--- src/rtl/shift_seq_pkg.sv ---
// shift_pkg: shared definitions for the shift_seq multi-cycle shift/rotate unit.
//   - MODE_DIR / MODE_ROT / MODE_CSEL : bit positions inside the 3-bit mode field
//   - state_t                         : sequencer states ST_IDLE, ST_SHIFT, ST_DONE
//   - mode_t and SH_*                 : named operation codes
package shift_pkg;

    localparam int MODE_DIR  = 2;   // 0 = left, 1 = right
    localparam int MODE_ROT  = 1;   // 0 = fill, 1 = rotate
    localparam int MODE_CSEL = 0;   // fill: 1 = carry fill; rotate: 1 = through carry

    typedef enum logic [1:0] {
        ST_IDLE  = 2'd0,
        ST_SHIFT = 2'd1,
        ST_DONE  = 2'd2
    } state_t;

    typedef logic [2:0] mode_t;

    localparam mode_t SH_LZ  = 3'b000;  // left, zero fill
    localparam mode_t SH_LC  = 3'b001;  // left, fill with captured carry
    localparam mode_t SH_ROL = 3'b010;  // rotate left
    localparam mode_t SH_RCL = 3'b011;  // rotate left through carry
    localparam mode_t SH_RZ  = 3'b100;  // right, zero fill (arithmetic with SHIFT_ARITH_EN)
    localparam mode_t SH_RC  = 3'b101;  // right, fill with captured carry
    localparam mode_t SH_ROR = 3'b110;  // rotate right
    localparam mode_t SH_RCR = 3'b111;  // rotate right through carry

endpackage

--- src/rtl/shift_seq_if.sv ---
// shift_seq_if: start/ready/done handshake and data bus of the shift_seq unit.
//   master : sequencer side (drives start, in_data, cin, mode, amount)
//   slave  : shift unit side (drives ready, busy, done, out, cout)
interface shift_seq_if #(
    parameter int WIDTH = 8,
    parameter int AMT_W = 4
);
    logic             start;
    logic [WIDTH-1:0] in_data;
    logic             cin;
    logic [2:0]       mode;
    logic [AMT_W-1:0] amount;
    logic             ready;
    logic             busy;
    logic             done;
    logic [WIDTH-1:0] out;
    logic             cout;

    modport master (
        output start, in_data, cin, mode, amount,
        input  ready, busy, done, out, cout
    );

    modport slave (
        input  start, in_data, cin, mode, amount,
        output ready, busy, done, out, cout
    );
endinterface

--- src/rtl/shift_seq_step.sv ---
// shift_step: one combinational single-bit shift/rotate step.
//   d, c     : current working value and carry
//   cin_l    : carry captured when the operation was accepted
//   mode     : operation code (see shift_pkg)
//   d_next   : value after one step
//   c_next   : carry after one step (always the bit shifted out)
// Build option SHIFT_ARITH_EN: mode SH_RZ replicates the sign bit instead of
// filling with zero.
module shift_step
    import shift_pkg::*;
#(
    parameter int WIDTH = 8
) (
    input  logic [WIDTH-1:0] d,
    input  logic             c,
    input  logic             cin_l,
    input  mode_t            mode,
    output logic [WIDTH-1:0] d_next,
    output logic             c_next
);

    logic ob;
    logic nb;

    // ob is the bit leaving the word; nb is the bit entering from the other end.
    // Rotate-through-carry feeds the old carry in, giving a WIDTH+1 period.
    always_comb begin
        ob = mode[MODE_DIR] ? d[0] : d[WIDTH-1];
        nb = 1'b0;
        case ({mode[MODE_ROT], mode[MODE_CSEL]})
            2'b00: begin
`ifdef SHIFT_ARITH_EN
                nb = mode[MODE_DIR] ? d[WIDTH-1] : 1'b0;
`else
                nb = 1'b0;
`endif
            end
            2'b01:   nb = cin_l;
            2'b10:   nb = ob;
            2'b11:   nb = c;
            default: nb = 1'b0;
        endcase
        if (mode[MODE_DIR]) begin
            d_next = {nb, d[WIDTH-1:1]};
        end else begin
            d_next = {d[WIDTH-2:0], nb};
        end
        c_next = ob;
    end

endmodule

--- src/rtl/shift_seq.sv ---
// shift_seq: multi-cycle shift/rotate unit, one bit position per clock.
//   clk : system clock, rising edge
//   rst : synchronous active-high reset (aborts any operation, no done pulse)
//   bus : shift_seq_if.slave
//         start/in_data/cin/mode/amount are captured when start && ready
//         ready = idle, busy = shifting, done = one-cycle completion pulse
//         out/cout hold the last result until the next completion
// Build option SHIFT_ARITH_EN: see shift_step (arithmetic right shift on SH_RZ).
module shift_seq
    import shift_pkg::*;
#(
    parameter int WIDTH = 8,
    parameter int AMT_W = 4
) (
    input  logic        clk,
    input  logic        rst,
    shift_seq_if.slave  bus
);

    state_t           state;
    state_t           state_next;
    logic [WIDTH-1:0] d;
    logic             c;
    logic             cin_l;
    mode_t            mode_q;
    logic [AMT_W-1:0] cnt;
    logic [WIDTH-1:0] d_step;
    logic             c_step;
    logic [WIDTH-1:0] out_q;
    logic             cout_q;
    logic             done_q;

    shift_step #(.WIDTH(WIDTH)) u_step (
        .d      (d),
        .c      (c),
        .cin_l  (cin_l),
        .mode   (mode_q),
        .d_next (d_step),
        .c_next (c_step)
    );

    always_ff @(posedge clk) begin
        if (rst) begin
            state <= ST_IDLE;
        end else begin
            state <= state_next;
        end
    end

    // A zero count skips SHIFT entirely; otherwise the step taken while
    // cnt==1 is the last one.
    always_comb begin
        state_next = state;
        case (state)
            ST_IDLE: begin
                if (bus.start) begin
                    state_next = (bus.amount != '0) ? ST_SHIFT : ST_DONE;
                end
            end
            ST_SHIFT: begin
                if (cnt == AMT_W'(1)) begin
                    state_next = ST_DONE;
                end
            end
            ST_DONE:  state_next = ST_IDLE;
            default:  state_next = ST_IDLE;
        endcase
    end

    always_comb begin
        bus.ready = (state == ST_IDLE);
        bus.busy  = (state == ST_SHIFT);
        bus.done  = done_q;
        bus.out   = out_q;
        bus.cout  = cout_q;
    end

    // Datapath. done is registered on leaving DONE so it lines up with the
    // newly written out/cout, landing amount+1 cycles after the accept.
    always_ff @(posedge clk) begin
        if (rst) begin
            d      <= '0;
            c      <= 1'b0;
            cin_l  <= 1'b0;
            mode_q <= SH_LZ;
            cnt    <= '0;
            out_q  <= '0;
            cout_q <= 1'b0;
            done_q <= 1'b0;
        end else begin
            done_q <= (state == ST_DONE);
            case (state)
                ST_IDLE: begin
                    if (bus.start) begin
                        d      <= bus.in_data;
                        c      <= bus.cin;
                        cin_l  <= bus.cin;
                        mode_q <= bus.mode;
                        cnt    <= bus.amount;
                    end
                end
                ST_SHIFT: begin
                    d   <= d_step;
                    c   <= c_step;
                    cnt <= cnt - AMT_W'(1);
                end
                ST_DONE: begin
                    out_q  <= d;
                    cout_q <= c;
                end
                default: ;
            endcase
        end
    end

endmodule

--- src/flat_wrapper.sv ---
// flat-port wrapper written by rule: the top's interface ports become plain ports
module shift_seq_flat import shift_pkg::*;
#(
    parameter int WIDTH = 8,
    parameter int AMT_W = 4
)
  (clk, rst, bus_start, bus_in_data, bus_cin, bus_mode, bus_amount, bus_ready, bus_busy, bus_done, bus_out, bus_cout);
  shift_seq_if #(.WIDTH(WIDTH), .AMT_W(AMT_W)) bus_i ();
  input  logic clk;
  input  logic rst;
  input wire logic [$bits(bus_i.start)-1:0] bus_start;
  input wire logic [$bits(bus_i.in_data)-1:0] bus_in_data;
  input wire logic [$bits(bus_i.cin)-1:0] bus_cin;
  input wire logic [$bits(bus_i.mode)-1:0] bus_mode;
  input wire logic [$bits(bus_i.amount)-1:0] bus_amount;
  output wire logic [$bits(bus_i.ready)-1:0] bus_ready;
  output wire logic [$bits(bus_i.busy)-1:0] bus_busy;
  output wire logic [$bits(bus_i.done)-1:0] bus_done;
  output wire logic [$bits(bus_i.out)-1:0] bus_out;
  output wire logic [$bits(bus_i.cout)-1:0] bus_cout;
  assign bus_i.start = bus_start;
  assign bus_i.in_data = bus_in_data;
  assign bus_i.cin = bus_cin;
  assign bus_i.mode = bus_mode;
  assign bus_i.amount = bus_amount;
  assign bus_ready = bus_i.ready;
  assign bus_busy = bus_i.busy;
  assign bus_done = bus_i.done;
  assign bus_out = bus_i.out;
  assign bus_cout = bus_i.cout;
  shift_seq #(.WIDTH(WIDTH), .AMT_W(AMT_W)) u_core (.clk(clk), .rst(rst), .bus(bus_i));
endmodule
--- config.mk ---
export PLATFORM = sky130hd
export DESIGN_NAME = shift_seq_flat
export DESIGN_NICKNAME = d
export VERILOG_FILES = /design/src/rtl/shift_seq_pkg.sv /design/src/rtl/shift_seq_if.sv /design/src/rtl/shift_seq_step.sv /design/src/rtl/shift_seq.sv /design/src/flat_wrapper.sv
export SDC_FILE = /design/constraint.sdc
export NUM_CORES = 1
export LEC_CHECK = 0
export BUFFER_PORTS_ARGS = -buffer_cell sky130_fd_sc_hd__buf_2
export CAP_MARGIN = 20
export CELL_PAD_IN_SITES_DETAIL_PLACEMENT = 0
export CELL_PAD_IN_SITES_GLOBAL_PLACEMENT = 1
export CORE_MARGIN = 5
export CORE_UTILIZATION = 42
export CTS_BUF_LIST = sky130_fd_sc_hd__clkbuf_8
export CTS_CLUSTER_DIAMETER = 40
export DETAILED_ROUTE_END_ITERATION = 16
export GPL_ROUTABILITY_DRIVEN = 0
export PLACE_DENSITY_LB_ADDON = 0.05
export SLEW_MARGIN = 10
export SYNTH_ARGS = -nofsm -noshare
export SYNTH_HDL_FRONTEND = slang
export SYNTH_SLANG_ARGS = --single-unit
--- constraint.sdc ---
create_clock -name clk -period 1.6 [get_ports clk]
set_clock_uncertainty 0.05 [all_clocks]
set_input_delay 0.32 -clock clk [delete_from_list [all_inputs] [get_ports clk]]
set_output_delay 0.32 -clock clk [all_outputs]
set_load 0.05 [all_outputs]
# After elaboration in Yosys (flattened, before gate mapping)

Index checks and enable logic that the tools add are counted.

Word-level logic and storage cells: 38
Memories: 0
Latch bits: 0
RAM bits: 0
Register bits: 29
Bits in read-only memories: 0
Input port bits: 19
Output and inout port bits: 12

Shift operators: 0
$add $sub $neg: 1
Bitwise gates (word level): 0
Multipliers: 0
Divide/modulo/power cells: 0
Reductions and logical operators: 7
Equality and inequality tests: 8
Multiplexer cells: 13
Order comparisons: 0

Operators with widths:

| cell                  | number |
|---|---|
| $mux W8               | 2 |
| $pmux W8 S2           | 1 |
| $pmux W4 S2           | 1 |
| $eq A2 B2 Y1 const B  | 3 |
| $mux W2               | 3 |
| $reduce_and A2 Y1     | 3 |
| $eq A2 B1 Y1 const B  | 2 |
| $eq A4 B1 Y1 const B  | 1 |
| $logic_not A2 Y1      | 2 |
| $mux W4               | 1 |
| $pmux W1 S4           | 1 |
| $pmux W2 S2           | 1 |
| $reduce_bool A4 Y1    | 1 |
| $sub A4 B1 Y4 const B | 1 |
| $mux W1               | 2 |
| $ne A2 B1 Y1 const B  | 1 |
| $ne A2 B2 Y1 const B  | 1 |
| $pmux W1 S2           | 1 |
| $reduce_bool A2 Y1    | 1 |

# Logic depth before layout (Yosys ltp)

Gate-level depths: netlist of run 1.

Depth after elaboration: 4
Depth in mapped cells: 5
Depth with buffers taken out: 5

# Cells and area by module

A second synthesis of run 1 with hierarchy kept.

Cells, all modules: 162
Area, all modules: 1503.9 um^2

Modules (own cells, without submodules):

| module     | area each (um^2) | times used | sequential area each (um^2) | cells each |
|---|---|---|---|---|
| shift_seq  | 1351.3           | 1          | 580.6                       | 146 |
| shift_step | 152.6            | 1          | 0.0                         | 16 |

# Least setup slack after synthesis of run 1

Ideal clock, no wire load.

Path kind: register -> output
From: reg u_core.state[1]
To: out bus_ready
Arrival time: 1.160 ns
Required time: 1.230 ns
Cell stages (with the launch flop): 3
Buffers on the path: 1
Setup slack: 0.070 ns
Cells stage by stage: dfxtp_1 -> buf_4 -> nor2_1

Cells in the longest elaborated chain, start to end: 1

RTL lines:

| what                   | line               | text |
|---|---|---|
| start, declared        | shift_seq.sv:20    | `state_t state;` |
| start signal, assigned | shift_seq.sv:46    | `state <= state_next;` |
| $logic_not A2 Y1       | shift_seq.sv:71    | `bus.ready = (state == ST_IDLE);` |
| end, declared          | flat_wrapper.sv:16 | `output wire logic [$bits(bus_i.ready)-1:0] bus_ready;` |

No other way between the ends.

# Worst setup path after layout of run 1

From: reg u_core.state[0]
To: out bus_ready

Same word-level chain as after synthesis.

==> results.md, run 1 <==
- Leaving out filler cells and counting taps, the final layout contains 242.
- The cell area after layout is 0.001742 mm².
- The launching element of the worst setup path is u_core.state[0].
- The proportion of register bits with asynchronous set or reset after synthesis is 0.
- The number of antenna cells inserted is 0.
- The worst reg-to-reg path cell count is 4.
- The areal power density over the cells is 1115 mW/mm².
- The synthesized netlist net count is 184.
- In this run the top signal layer used is met4.
- The count of different cell masters after synthesis is 37.
- The total design power is 1.942 mW.
- STA classifies the critical path startpoint as a register.
- The final routed wire length divided by cell count is 14.16 µm.
- The number of top-level design ports is 31.
- The final route contains 1273 vias.
- The worst setup path is of the register to primary output kind.
- The flow ran to the end, and the final reports show no timing, DRC or antenna violations.
- The area share of the largest cell type after synthesis is 0.3990.
- At the pin with the least slew margin, the transition time is 0.6045 ns.
- The first global-routing pass estimated 5637 µm of wire.
- TritonCTS built the clock tree.
- The setup violation total in the final timing report is 0.
- The final critical-path setup slack is 0.04619 ns.
- The total count of hold-check failures in the final report is 0.
- In this run the cell area measured after placement is 0.001634 mm².
- From synthesis to final layout, the design area changed by 19.69%.
- The startpoint of the most critical register-to-register path is u_core.state[0].
- The post-DP HPWL is 2488 µm.
- The worst setup path is captured at a primary output.
- In this run the tool buffered the top-level ports with 30 buffer cells.
- The number of routed nets with antenna violations is 0.
- Across all register-to-register paths, the minimum setup slack is 0.13 ns.
- Detailed routing placed a total of 1599 µm of wire on met2.
- The placeable core region is 0.003337 mm².
- In this run the tightest slew margin relative to its limit is 0.5962.
- For the worst-skew pair, the clock arrives at the later sink with an insertion delay of 0.29 ns.
- The total DRC errors in the routed layout is 0.
- Setup repair after global routing left no endpoint under its margin.
- The die area is 0.004742 mm².
- The worst-case vdd ir drop is 0.0006238 V.
- Entering global routing, the biggest net connects 30 pins.
- The number of optimization iterations in the first detailed-route pass is 4.
- Derived from the worst setup path, the maximum achievable clock frequency is 0.6436 GHz.
- Fill cells in the final layout number 368.
- The max-slew violation count is 0.
- After the last flow step, the layout net total stands at 216.
- The number of antenna violations at the first check in global routing is 0.
- Sorting the synthesized cells by area gives the leading types as sky130_fd_sc_hd__dfxtp_1 40%, sky130_fd_sc_hd__a21oi_1 5.5%, sky130_fd_sc_hd__nand2_1 4.9%.
- CTS built an H-tree with a depth of 2.
- The clock passes through at most 2 buffers.
- Summed over all instances, the cell type with the most area after synthesis is sky130_fd_sc_hd__dfxtp_1.
- The final cell utilization of the core is 0.5219.
- On the final layout, the worst hold slack is 0.2245 ns.
- The routed via count divided by cell count is 5.260.
- The number of hold buffers added after CTS was 0.
- TritonCTS created 5 clock buffers.
- The row count is 21.
- During synthesis, Yosys emitted a total of 0 warnings.
- The final critical-path share of the clock period is 0.9711.
- The cell count after placement is 234.
- Across every metal layer, demand over resource in global routing totals 0.1641.
- The synthesized area is 0.001455 mm².
- Global routing finished with a remaining overflow of 0.
- In the final routing, the length of wire on met1 measures 1551 µm.
- The total number of clock tree sinks is 29.
- The worst hold-check path type is primary input to register.
- The number of storage elements in the synthesis netlist is 29.
- The post-detailed-routing wire length is 3426 µm.
- The number of synthesized flops with an enable pin is 0.
- For this run, the leading register cell type out of synthesis is sky130_fd_sc_hd__dfxtp_1.
- A synthesized cell averages 8.927 µm².
- The capture point of the worst reg-to-reg path is u_core.d[7].
- For the worst setup path, the data required time is 1.23 ns.
- Clock-pin slew was measured on the worst setup and hold paths at 0.06 ns.
- The share of synthesized area occupied by flip-flops and latches is 0.3990.
- After the first detailed-routing iteration, the DRC count stood at 37.
- The post-route minimum period is 1.554 ns.
- In the final layout, the share of cells above drive strength 1 is 0.3265.
- The number of instances in the synthesized netlist is 163.
- The root buffer cell chosen for the clock tree is sky130_fd_sc_hd__clkbuf_8.
- Detailed routing placed a total of 212 µm of wire on met3.
- Along the worst path, the maximum fanout reaches 9.
- The height of the die is 68.86 µm.
- Following the worst setup path forward leads to its endpoint at bus_ready.
- The number of max-cap violations is 0.
- The via count of the first global-routing pass is 1230.
- STA puts the critical path data arrival time at 1.18 ns.
- Timing analysis after detailed placement gives a worst setup slack of 0.08830 ns.
- For this design the static power due to leakage is 0.7077 nW.
- The setup TNS is 0 ns.
- The starting density of the core is 0.4361.
- In this run the horizontal extent of the chip is 68.86 µm.
==> where the power goes <==
group / leakage, nW / switching, mW / internal [mW] / total (mW)
logic: 0.414 / 0.229 / 0.183 / 0.412
registers: 0.239 / 0.0755 / 0.786 / 0.861
clock network: 0.0542 / 0.281 / 0.388 / 0.669
==> critical path, stage by stage, from the launching register on <==
cell and delay (ns):
sky130_fd_sc_hd__dfxtp_2 0.37, sky130_fd_sc_hd__buf_4 0.18, sky130_fd_sc_hd__nor2_1 0.09, sky130_fd_sc_hd__buf_2 0.26
==> worst min path at each step <==
| stage | endpoint | cells past startpoint | startpoint | slack [ns] |
|---|---|---|---|---|
| final | u_core.mode_q[0] | 3 | bus_mode[0] | 0.22 |
| after global routing | u_core.cin_l | 3 | bus_cin | 0.24 |
| after CTS | u_core.mode_q[0] | 3 | bus_mode[0] | 0.23 |
| after detailed placement | u_core.bus.out[1] | 2 | u_core.bus.out[1] | 0.39 |
| after global placement | u_core.bus.out[0] | 2 | u_core.bus.out[0] | 0.39 |
| after floorplan | u_core.bus.out[6] | 2 | u_core.d[6] | 0.40 |
==> cell usage in the layout, fill, tap and decap left out, drive strengths merged, types with 2 or more instances in the layout <==
cell type	netlist	routed
nand2b	6	6
o211ai	2	2
inv	8	8
a221oi	7	7
o21ai	2	2
mux2	6	6
a2111oi	2	2
nor3	7	7
nor4	2	2
a21oi	16	16
dfxtp	29	29
nand2	19	19
or3b	4	4
nor2	16	16
buf	9	35
mux2i	6	6
ha	2	2
a211oi	2	2
nand3b	3	3
clkbuf	2	8
==> sequential cells by signal, summed over array words and instances, names as in the netlist <==
signal,cells
u_core.bus.done,1
u_core.mode_q,3
u_core.d,8
u_core.bus.out,8
u_core.c,1
u_core.bus.cout,1
u_core.cin_l,1
u_core.state,2
u_core.cnt,4
==> final cells by class <==
cell class              count  area, µm²  area share
clock buffers               7      96.34     0.05532
clock inverters             1      5.005    0.002874
inverters                   8      30.03     0.01724
multi-input cells         115      770.7      0.4425
flip-flops and latches     29      584.3      0.3355
well taps                  46      57.56     0.03305
repair buffers             36      197.7      0.1135
==> routing by layer <==
layer / up-vias / GRT usage
met5: - / 0
met4: 0 / 0.07786
met3: 6 / 0.05511
met2: 25 / 0.2679
met1: 596 / 0.1925
li1: 646 / -
==> synthesized netlist by cell type (2+ instances only) <==
library cell                count
sky130_fd_sc_hd__nand2b_1       6
sky130_fd_sc_hd__clkbuf_1       2
sky130_fd_sc_hd__buf_4          4
sky130_fd_sc_hd__mux2i_1        6
sky130_fd_sc_hd__nor4_1         2
sky130_fd_sc_hd__buf_6          2
sky130_fd_sc_hd__dfxtp_1       29
sky130_fd_sc_hd__a211oi_1       2
sky130_fd_sc_hd__a21oi_1       16
sky130_fd_sc_hd__a2111oi_2      2
sky130_fd_sc_hd__buf_2          2
sky130_fd_sc_hd__ha_1           2
sky130_fd_sc_hd__o21ai_0        2
sky130_fd_sc_hd__mux2_2         6
sky130_fd_sc_hd__a221oi_1       7
sky130_fd_sc_hd__or3b_2         4
sky130_fd_sc_hd__nand2_1       19
sky130_fd_sc_hd__nor3_1         7
sky130_fd_sc_hd__o211ai_1       2
sky130_fd_sc_hd__nand3b_1       3
sky130_fd_sc_hd__inv_1          7
sky130_fd_sc_hd__nor2_1        16
==> repair_timing <==
action / in CTS / in global routing
setup endpoints to repair: 2 / 4
gates resized for setup: 2 / 2
pin swaps: 0 / 0
buffers inserted: 0 / 0
==> cells by family (layout without fill, tap and decap cells) <==
family	after synthesis	in the layout	share of synthesized area
adders and majority gates	2	2	0.01719
and+or+nand+nor	61	61	0.2167
buffers and inverters	19	52	0.07137
DFF	29	29	0.3990
muxes	12	12	0.08770
AOI/OAI and AO/OA	40	40	0.2081
Power figures use the tool's default switching activity.
==> run 2, diff against run 1 <==
--- a/config.mk
+++ b/config.mk
@@ -9,7 +9,7 @@
 export CAP_MARGIN = 20
 export CELL_PAD_IN_SITES_DETAIL_PLACEMENT = 0
 export CELL_PAD_IN_SITES_GLOBAL_PLACEMENT = 1
-export CORE_MARGIN = 5
+export CORE_MARGIN = 1.5
 export CORE_UTILIZATION = 42
 export CTS_BUF_LIST = sky130_fd_sc_hd__clkbuf_8
 export CTS_CLUSTER_DIAMETER = 40
@@ -19,4 +19,5 @@
 export SLEW_MARGIN = 10
 export SYNTH_ARGS = -nofsm -noshare
 export SYNTH_HDL_FRONTEND = slang
+export SYNTH_HIERARCHICAL = 1
 export SYNTH_SLANG_ARGS = --single-unit
==> run 2 against run 1 <==
Net effect:
- design area is 1.8% higher
- global-route usage is 0.25 points higher
- utilization is 0.11 points higher
- sequential share of layout area is 0.66 points lower
- wire length is 11% lower
- non-clock buffer count stayed put
- area after synthesis is 3.4% higher
- final cell count is 0.41% lower
- critical path type unchanged
- synthesized cell count is 0.61% lower
- clock power is 17% higher
- fmax is 2.6% higher
==> results.md, run 2 <==
- The number of hold-repair buffers added at the cts stage was 0 (unchanged).
- The worst reg-to-reg path cell count is 4 (unchanged).
- The required time at the worst-slack endpoint is 1.23 ns (about the same).
- The setup TNS came to 0 ns (unchanged).
- The worst setup path is captured at a primary output.
- The area fraction in and, or, nand and nor cells after synthesis is 0.2221 (+0.005449).
- Setup repair after global routing left no endpoint under its margin.
- The worst path arrival time is 1.14 ns (-0.04 ns).
- The final worst hold slack came to 0.2172 ns (-0.007357 ns).
- The highest attainable clock frequency is 0.6603 GHz (+2.6%).
- The final critical-path share of the clock period is 0.9465 (-0.02462).
- The number of synthesized flops with an enable pin is 0 (unchanged).
- The adder and majority cell fraction of the synthesized area is 0.01664 (-0.0005580).
- The routed via count divided by cell count is 5.046 (-4.1%).
- Leaving out fill and tap cells, the most frequent cell in the layout is sky130_fd_sc_hd__nand2_1.
- The synthesis warning total was 6 (+6).
- The worst-path maximum fanout came to 6 (-3).
- The number of antenna violations at the first check in global routing is 0 (unchanged).
- The synthesized netlist net count is 183 (-0.54%).
- The clock-pin slew reported for the worst setup and hold paths after clock tree synthesis is 0.06 ns (about the same).
- The worst-case vdd ir drop was 0.0006749 V (+8.2%).
- The violation count after the first detailed-route iteration is 45 (+22%).
- The part of the total power dissipated in combinational logic is 0.203 (-0.009).
- The share of cell area taken by muxes after synthesis is 0.07903 (-0.008669).
- The setup violation total in the final timing report is 0 (unchanged).
- The kind of critical path is register to primary output.
- The number of buffers added by the clock tree synthesis step is 5 (unchanged).
- The most area-hungry cell type in the Yosys netlist is sky130_fd_sc_hd__dfxtp_1.
- The final critical-path setup slack is 0.08558 ns (+0.03940 ns).
- The share of synthesized area occupied by flip-flops and latches is 0.3860 (-0.01294).
- The reported net switching power is 583.9 µW (-0.13%).
- The H-tree depth reported by CTS is 2 (unchanged).
- The clock latency of the later-clocked register in the worst-skew pair is 0.29 ns (about the same).
- The buffer type at the clock tree root is sky130_fd_sc_hd__clkbuf_8.
- The row count is 21 (unchanged).
- The cell count after placement is 233 (-0.43%).
- The flow ran to the end, and the final reports show no timing, DRC or antenna violations.
- The compound-cell area share of the yosys netlist came to 0.2138 (+0.005728).
- The total DRC errors in the routed layout came to 0 (unchanged).
- The post-synthesis area per instance is 9.284 µm² (+4.0%).
- The reg-to-reg setup timing slack is 0.22 ns (+0.09 ns).
- The startpoint identified for the worst hold timing path is bus_mode[1].
- The post-DP HPWL is 2248 µm (-9.7%).
- The final cell utilization of the core is 0.5231 (+0.001136).
- The most used flip-flop cell after synthesis is sky130_fd_sc_hd__dfxtp_1.
- The via count of the first global-routing pass was 1113 (-9.5%).
- The dominant cell by count in the synthesized netlist is sky130_fd_sc_hd__nand2_1.
- The total number of clock tree sinks is 29 (unchanged).
- The internal cell power was 1.469 mW (+8.3%).
- The xor-xnor portion of the synthesized cell area came to 0 (unchanged).
- The largest family of logic cells by synthesized area is simple AND/OR/NAND/NOR gates.
- The number of I/O port buffers is 30 (unchanged).
- The worst hold-check path type is primary input to register.
- The proportion of register bits with asynchronous set or reset after synthesis is 0 (unchanged).
- The worst setup path is launched from a register.
- The number of antenna cells inserted is 0 (unchanged).
- The capture point of the worst reg-to-reg path is u_core/d[0].
- The count of different cell masters after synthesis came to 41 (+11%).
- The global route total overflow is 0 (unchanged).
- The static leakage is 0.7525 nW (+6.3%).
- The number of storage elements in the synthesis netlist is 29 (unchanged).
- The placeable core region is 0.003390 mm² (+1.6%).
- The routed via count is 1216 (-4.5%).
- The first-pass GRT wire length is 5133 µm (-8.9%).
- The number of optimization iterations in the first detailed-route pass was 4 (unchanged).
- The number of max-cap violations came to 0 (unchanged).
- The fraction of power spent switching nets is 0.2844 (-0.01671).
- The starting density of the core is 0.4437 (+0.007635).
- The number of top-level design ports is 31 (unchanged).
- The synthesized area is 0.001504 mm² (+3.4%).
- The number of cells on the worst hold path is 3 (unchanged).
- The part of the power in the clock network is 0.381 (+0.037).
- The max-slew headroom at the worst pin is 0.7111 (+0.1149).
- The die width is 62.84 µm (-8.7%).
- The number of routed nets with antenna violations is 0 (unchanged).
- The total count of hold-check failures in the final report was 0 (unchanged).
- The final layout net count is 215 (-0.46%).
- The area share of the largest cell type after synthesis is 0.3860 (-0.01294).
- The commonest cells after synthesis are 38 x sky130_fd_sc_hd__nand2_1, 29 x sky130_fd_sc_hd__dfxtp_1, 16 x sky130_fd_sc_hd__nor2_1.
- The synthesis-to-finish area growth is 17.89%.
- The CTS tree is done.
- The sink of the worst hold path is u_core/mode_q[1].
- The height of the die came to 62.84 µm (-8.7%).
- The overall track demand over capacity in global routing is 0.1666 (+0.002470).
- The buffers inserted during post-CTS setup optimization was 0 (unchanged).
- The final routed wire length divided by cell count was 12.62 µm (-11%).
- The sequential share of power was 0.416 (-0.027).
- The startpoint of the most critical register-to-register path is u_core/mode_q[0].
- The max-slew violation count is 0 (unchanged).
- The slew at the pin closest to its max-slew limit was 0.4329 ns (-0.1716 ns).
- The maximum number of pins on one net before global-route repair came to 24 (-20%).
- Yosys attributes the largest share of cell area to sky130_fd_sc_hd__dfxtp_1 39%, sky130_fd_sc_hd__nand2_1 9.5%, sky130_fd_sc_hd__a311oi_2 7.0%.
- The number of instances in the synthesized netlist was 162 (-0.61%).
- The areal power density over the cells is 1158 mW/mm² (+3.9%).
- The post-detailed-routing wire length is 3041 µm (-11%).
- The post-route minimum period is 1.514 ns (-0.03940 ns).
- In the layout the commonest cells are 38 x sky130_fd_sc_hd__nand2_1, 29 x sky130_fd_sc_hd__buf_2, 27 x sky130_fd_sc_hd__dfxtp_1.
- The clock tree buffer depth was 2 (unchanged).
- The setup slack at placement is 0.1821 ns (+0.09384 ns).
- The final standard cell count with taps included and fillers excluded is 241 (-0.41%).
- The fraction of final layout cells with drive strength greater than 1 is 0.3436 (+0.01706).
- The die area came to 0.003949 mm² (-17%).
-- run 2: cell types whose count changed in the layout (fill, tap and decap cells not counted), sizes merged, moves of 3 or more --
cell    change
a21oi       -3
nand2b      -3
a221oi      -7
a311oi     +10
nor3        -5
or3b        -4
nand2      +19
-- run 2: worst max path at each step --
stage	from	end	cells after the start	slack (ns)
after floorplan	u_core/state[0]	bus_ready	2	0.12
after global placement	u_core/state[0]	u_core/mode_q[0]	4	0.22
after detailed placement	u_core/state[1]	u_core/cnt[3]	5	0.18
after CTS	u_core/state[0]	bus_ready	3	0.02
after global routing	u_core/state[0]	bus_ready	3	0.05
final	u_core/state[0]	bus_ready	3	0.09
-- run 2: power groups by stage --
stage                     Sequential (mW)  Clock [mW]  Combinational (mW)
after detailed placement            0.868           0               0.417
after CTS                           0.852       0.800               0.420
after global placement              0.868           0               0.412
after floorplan                     0.864           0               0.348
final                               0.853       0.783               0.417
after global routing                0.862       0.836               0.456
-- run 2: logic make-up after synthesis --
family | Yosys count
buffers and inverters | 16
AOI/OAI and AO/OA | 34
and+or+nand+nor | 70
DFF | 29
muxes | 11
adders and majority gates | 2
-- run 2: layout make-up --
cell class,instances,area [µm²]
clock buffers,6,82.58
clock inverters,2,33.78
fillers,345,1617
inverters,5,18.77
multi-input cells,117,799.5
flip-flops and latches,29,583.1
well taps,46,57.56
repair buffers,36,197.7
-- run 2: critical path, stage by stage (launching register included) --
cell	delay (ns)
sky130_fd_sc_hd__dfxtp_2	0.36
sky130_fd_sc_hd__buf_4	0.16
sky130_fd_sc_hd__nor2_1	0.07
sky130_fd_sc_hd__buf_2	0.26
-- run 2: repair_timing --
item                       CTS  global route
setup endpoints to repair    1             1
resized for setup            2             1
cloned                       0             0
-- run 2: through the flow --
stage                     instance area, µm²  power, mW
after floorplan                         1504      1.212
after global placement                  1652      1.279
after detailed placement                1652      1.285
after CTS                               1772      2.072
after global routing                    1773      2.154
final                                   1773      2.053
-- run 2: metal layers --
| metal | global-route usage | vias up | share of wire |
|---|---|---|---|
| met4 | 0.08333 | 0 | 0.021 |
| met1 | 0.2071 | 553 | 0.49 |
| met5 | 0 | - | 0 |
| met2 | 0.2661 | 27 | 0.45 |
| met3 | 0.04324 | 8 | 0.042 |
| li1 | - | 628 | - |
